==> config.mk <==
export PLATFORM = sky130hd
export DESIGN_NAME = wb_dest_scoreboard
export DESIGN_NICKNAME = d
export VERILOG_FILES = /design/src/rtl/wb_dest_scoreboard.sv
export SDC_FILE = /design/constraint.sdc
export NUM_CORES = 1
export LEC_CHECK = 0
export CAP_MARGIN = 20
export CORE_ASPECT_RATIO = 0.5
export CORE_MARGIN = 1.5
export CORE_UTILIZATION = 47
export DETAILED_ROUTE_END_ITERATION = 7
export DONT_BUFFER_PORTS = 1
export PLACE_DENSITY = 0.74
export SYNTH_ARGS = -nofsm -noshare
export SYNTH_HDL_FRONTEND = slang
export SYNTH_SLANG_ARGS = --single-unit
==> constraint.sdc <==
create_clock -name clock -period 6.4 [get_ports clock]
set_input_delay 1.28 -clock clock [delete_from_list [all_inputs] [get_ports clock]]
set_output_delay 1.28 -clock clock [all_outputs]
set_load 0.02 [all_outputs]
==> src/rtl/wb_dest_scoreboard.sv <==
// Destination-register scoreboard for long-latency (mult/div) writes: tracks pending
// destinations and stalls decode on RAW/WAW/resource hazards. Optional macro: SCOREBOARD_BYPASS_EN.
module wb_dest_scoreboard #(
  parameter int MAX_OUTSTANDING = 2,
  parameter int CNT_W           = 2
) (
  input  logic             clock,
  input  logic             reset_n,
  input  logic             issue_valid,
  input  logic             issue_long,
  input  logic             issue_wen,
  input  logic [4:0]       issue_rd,
  input  logic [4:0]       rs1,
  input  logic [4:0]       rs2,
  input  logic             rs1_used,
  input  logic             rs2_used,
  input  logic             done_valid,
  input  logic [4:0]       done_rd,
  input  logic             flush,
  output logic             stall,
  output logic [31:0]      pending,
  output logic [CNT_W-1:0] outstanding,
  output logic             full,
  output logic             err_done
);

  logic [31:0]      pending_q, pending_d;
  logic [CNT_W-1:0] outstanding_q, outstanding_d;
  logic             err_done_q, err_done_d;

  logic [31:0] done_mask;
  logic [31:0] set_mask;
  logic [31:0] pend_eff;
  logic        done_hit;
  logic        raw, waw, res;
  logic        acc, set, clr;

  assign full     = (outstanding_q == CNT_W'(MAX_OUTSTANDING));
  assign done_hit = done_valid & pending_q[done_rd];

  genvar gi;
  generate
    for (gi = 0; gi < 32; gi++) begin : g_reg
      assign done_mask[gi] = done_valid & (done_rd == 5'(gi));
      assign set_mask[gi]  = set & (issue_rd == 5'(gi));
`ifdef SCOREBOARD_BYPASS_EN
      // Register file write-through forwards the completing value in the done cycle.
      assign pend_eff[gi]  = pending_q[gi] & ~done_mask[gi];
`else
      assign pend_eff[gi]  = pending_q[gi];
`endif
    end
  endgenerate

  assign raw = (rs1_used & pend_eff[rs1]) | (rs2_used & pend_eff[rs2]);
  assign waw = issue_wen & pend_eff[issue_rd];
`ifdef SCOREBOARD_BYPASS_EN
  // A slot retiring this cycle may be reused by the incoming long op.
  assign res = issue_long & issue_wen & full & ~done_hit;
`else
  assign res = issue_long & issue_wen & full;
`endif

  assign stall = issue_valid & ~flush & (raw | waw | res);
  assign acc   = issue_valid & ~stall & ~flush;
  assign set   = acc & issue_long & issue_wen & (issue_rd != 5'd0);
  assign clr   = done_hit & ~flush;

  always_comb begin
    pending_d     = pending_q;
    outstanding_d = outstanding_q;
    err_done_d    = 1'b0;
    if (flush) begin
      pending_d     = '0;
      outstanding_d = '0;
    end else begin
      // Clear before set so a same-register retire/re-issue leaves the bit set.
      for (int i = 0; i < 32; i++) begin
        if (clr && done_mask[i]) pending_d[i] = 1'b0;
        if (set_mask[i])         pending_d[i] = 1'b1;
      end
      pending_d[0] = 1'b0;
      case ({set, clr})
        2'b10:   outstanding_d = outstanding_q + CNT_W'(1);
        2'b01:   outstanding_d = outstanding_q - CNT_W'(1);
        default: outstanding_d = outstanding_q;
      endcase
      err_done_d = done_valid & ((done_rd == 5'd0) | ~pending_q[done_rd]);
    end
  end

  always_ff @(posedge clock or negedge reset_n) begin
    if (!reset_n) begin
      pending_q     <= '0;
      outstanding_q <= '0;
      err_done_q    <= 1'b0;
    end else begin
      pending_q     <= pending_d;
      outstanding_q <= outstanding_d;
      err_done_q    <= err_done_d;
    end
  end

  assign pending     = pending_q;
  assign outstanding = outstanding_q;
  assign err_done    = err_done_q;

endmodule

* Yosys cells after proc, flatten, opt, wreduce, memory -nomap -nowiden
Index checks and enable logic that the tools add are counted.
Cells by class: mux-type cells 74, $lt $le $gt $ge 4, add/subtract/negate cells 2, bitwise operators 84, eq/ne operators 65, reduce and logical (&&, ||, !) cells 65
Operators with widths (number):
- equality test 5 bit (second input constant) | 32
- nonzero test 3 bit | 32
- equality test 5 x 4 -> 1 bit (second input constant) | 16
- bitwise AND 1 bit | 77
- two-way mux 1 bit | 67
- equality test 5 x 3 -> 1 bit (second input constant) | 8
- two-way mux 32 bit | 1
- logical AND 1 bit | 31
- < comparator 5 x 6 -> 1 bit (second input constant) | 4
- binary-select mux 1 bit (select 5 bit) | 4
- equality test 5 x 2 -> 1 bit (second input constant) | 4
- equality test 5 x 1 -> 1 bit (second input constant) | 2
- logical NOT 5 bit | 1
- nonzero test 5 bit | 1
- equality test 2 bit (second input constant) | 2
- bitwise OR 1 bit | 4
- case mux 2 bit (2 select lines) | 1
- inverter 1 bit | 3
- adder 2 x 1 -> 2 bit (second input constant) | 1
- equality test 2 x 1 -> 1 bit (second input constant) | 1
- two-way mux 2 bit | 1
- subtractor 2 x 1 -> 2 bit (second input constant) | 1
Word-level totals: flip-flop bits (word level) 35, word-level logic and storage cells 328, output and inout port bits 37, input bits 29

* Depth between registers and ports, before layout
depth in word-level cells 16, mapped depth 11, depth with buffers taken out 7

* Least setup slack after synthesis
No wires, ideal clock.
path kind in2out, start point in rs1[0], end point out stall, data required time 5.120 ns, data arrival time 2.828 ns, stages on the path 6, path slack 2.292 ns, buffers on the path 1, path through buf_2 mux4_2 mux2i_1 a2111oi_0 a31oi_2 a31oi_1
Between the ends: cells in the longest elaborated chain, start to end 7
RTL lines:
- start, declared | line 13 | input logic [4:0] rs1,
- binary-select mux 1 bit (select 5 bit) | line 55 | assign raw = (rs1_used & pend_eff[rs1]) | (rs2_used & pend_eff[rs2]);
- two-way mux 1 bit (not written as such) | line 55
- bitwise AND 1 bit | line 55
- bitwise OR 1 bit | line 55
- bitwise OR 1 bit (2 in a row) | line 64 | assign stall = issue_valid & ~flush & (raw | waw | res);
- bitwise AND 1 bit | line 64
- end, declared | line 20 | output logic stall,
Every way passes these cells. The select of a mux whose other input is x is not followed.

* Worst setup path after layout
start point in issue_rd[0], end point out stall
Between the ends: cells in the longest elaborated chain, start to end 6
RTL lines:
- start, declared | line 12 | input logic [4:0] issue_rd,
- binary-select mux 1 bit (select 5 bit) | line 56 | assign waw = issue_wen & pend_eff[issue_rd];
- two-way mux 1 bit (not written as such) | line 56
- bitwise AND 1 bit | line 56
- bitwise OR 1 bit (2 in a row) | line 64
- bitwise AND 1 bit | line 64
Every way passes these cells. The select of a mux whose other input is x is not followed.

==> run metrics <==
cts repair resizes=0; initial antenna violation count=0; total power=0.563 mW; Switching Power=0.131 mW; Area after DPL=2980 um^2; root buffer cell=clkbuf_16; clock sink count=34; cts hold-fix bufs=0; Starting Density=0.490; Buf/Inv on CP=0; total negative slack=0 ns; setup bufs post-CTS=0; core area=6130 um^2; Post-synth top flop=dfrtp_1; Tmin final=4.15 ns; Max-Cap Viols=0; syn avg cell area=10.1 um^2; sequential share of the synthesized area=0.283; Sw Share=0.232; CP delay by family, top=compound AO/OA/AOI/OAI gates; most frequent CP cell=nand2_1; Clk pwr share=0.509; CP max stage delay=0.52 ns; vias per cell=7.38; CP Class=in -> out; vias in the first global route=2595; peak fanout along the critical path=17; Detailed Place HPWL=7060 um; Peak VDD IR=0.0000865 V; Via Count=2722; die footprint=6910 um^2; P&R area growth vs syn=4.79%; Final setup viols=0; Post-synth EDFFs=0; Yosys warning count=0; #FFs+latches synth=34; CTS Buf Count=5; outcome=completed; Tcrit/Tclk final=0.649; largest net degree at the start of global routing=35; Overflow after GRT=0; Final Cell Area=3150 um^2; slowest stage cell, crit path=a2111oi_1; Ports=66; Max Clk Rate=241 MHz; Comb power frac=0.096; Post-synth ARST share=1.00; Placer Congestion=0.934; ratio of cells with drive above 1 in the final layout=0.210; final cell count without fillers=369; First DRT Iteration DRCs=314; critical-path cell list=mux4_2 -> mux2i_1 -> a2111oi_1 -> a221oi_2 -> nand2_1 -> nand2_1 -> a31oi_1; Placed Cells=362; all-layer global routing usage=0.287; actual transition at the worst max-transition pin=0.897 ns; Port Buffer Count=0; most frequent cells in the layout=34 x dfrtp_1, 31 x nand2_1, 24 x mux4_2, 16 x mux2i_1, 15 x nor2_1; CP arrival=2.87 ns; Die Wd=116 um; Routed wire per std cell=25.9 um; Cell Pwr Density=179 nW/um^2; Setup WS pre-CTS=2.23 ns; clock buffer depth=2; Worst slew margin=0.400; # DRC=0; H-tree depth=2; P_int=0.432 mW; Routed Antenna Nets=0; clock-pin slew on the worst setup and hold paths=0.06 ns; CP Capture Type=output pin; Ant. Diodes=0; height of the die=59.5 um; wire length of the first global-routing pass=14800 um; clk_skew=0.00857 ns; Final Net Count=310; total wire length=9560 um; RSZ-0062 raised after global routing=no; CP Data Required Time=5.12 ns; share of power burned in registers=0.395; Hold Path Class=reg -> reg; Distinct cells, synth=56; Net Count, Synth=328; number of fill cells=539; CTS tree=built; leakage power of the design=1.22 nW; synthesized area=3010 um^2; final hold violation count=0; TritonRoute pass-1 iters=5; type of origin of the critical path=primary input; final worst slack=2.25 ns; max-slew violation count=0; FP Rows=20; commonest non-fill, non-tap cell in the layout=dfrtp_1; clk_lat worst skew=0.28 ns; Post-Syn Instances=299
[sequential cells by signal, summed over array words and instances, names as in the netlist]
signal / flops
outstanding: 2
pending: 31
err_done: 1
[through the flow]
stage	hold WS, ns	util
floorplan	0.613	-
global route	0.682	0.514
detailed placement	0.657	0.486
CTS	0.669	0.514
global placement	0.662	0.486
finish	0.665	0.514
[cell families after synthesis]
group                  count (synthesis)  synth area share
flip-flops                            34             0.283
other                                  1           0.00125
XOR/XNOR                               2           0.00583
AO/OA/AOI/OAI                         85             0.225
multiplexers                          48             0.263
AND/OR/NAND/NOR                       88             0.156
buffers and inverters                 41            0.0662
[cell type report]
class                           count  area [um^2]  share of cell area
Inverter                           15         56.3              0.0179
Timing Repair Buffer                1         7.51             0.00238
Sequential cell                    34          851               0.270
Clock buffer                        6          139              0.0441
Multi-Input combinational cell    224         1960               0.621
Tap cell                           88          110              0.0350
Clock inverter                      1         30.0             0.00954
[synthesized netlist by cell type (4+ instances only)]
| cell | number | share of area |
|---|---|---|
| a21oi_1 | 14 | 0.023 |
| a311o_1 | 8 | 0.027 |
| a31o_2 | 11 | 0.032 |
| a41o_1 | 8 | 0.027 |
| and2_1 | 4 | 0.0083 |
| buf_2 | 12 | 0.020 |
| clkbuf_1 | 9 | 0.011 |
| dfrtp_1 | 34 | 0.28 |
| inv_1 | 14 | 0.017 |
| mux2_2 | 7 | 0.026 |
| mux2i_1 | 16 | 0.053 |
| mux4_2 | 24 | 0.18 |
| nand2_1 | 31 | 0.039 |
| nand2b_1 | 5 | 0.010 |
| nand3_1 | 5 | 0.0083 |
| nor2_1 | 15 | 0.019 |
| nor2b_1 | 6 | 0.012 |
| nor3_1 | 4 | 0.0067 |
| o21ai_0 | 4 | 0.0067 |
| o31ai_1 | 13 | 0.032 |
[per-layer routing]
metal	wire length [um]	GRT usage
met1	3810	0.412
met2	4320	0.435
met3	1350	0.0869
met4	80	0.0540
met5	0	0
[power groups by stage]
stage,clock (mW),combinational (mW),sequential (mW)
floorplan,0,0.0609,0.225
global placement,0,0.0521,0.226
detailed placement,0,0.0530,0.226
CTS,0.288,0.0533,0.222
global route,0.299,0.0573,0.223
finish,0.286,0.0542,0.222
[path summary, 6_finish.rpt]
check                                from             end  slack [ns]  cells after the start
max                           issue_rd[0]           stall        2.25                      7
min                        outstanding[1]  outstanding[1]        0.66                      1
max reg2reg                    pending[8]      pending[5]        3.31                      7
min reg2reg                outstanding[1]  outstanding[1]        0.66                      1
max in group asynchronous         reset_n     pending[25]        5.62                      0
min in group asynchronous         reset_n     pending[20]        0.69                      0
[worst reg2reg max path, stage by stage, from the launching register on]
cell     delay [ns]
dfrtp_1        0.64
mux4_2         0.34
mux2i_1        0.08
a32oi_1        0.21
nand4_1        0.45
nor2_1         0.86
a311o_1        0.31
o31ai_1        0.08
Power figures use the tool's default switching activity.
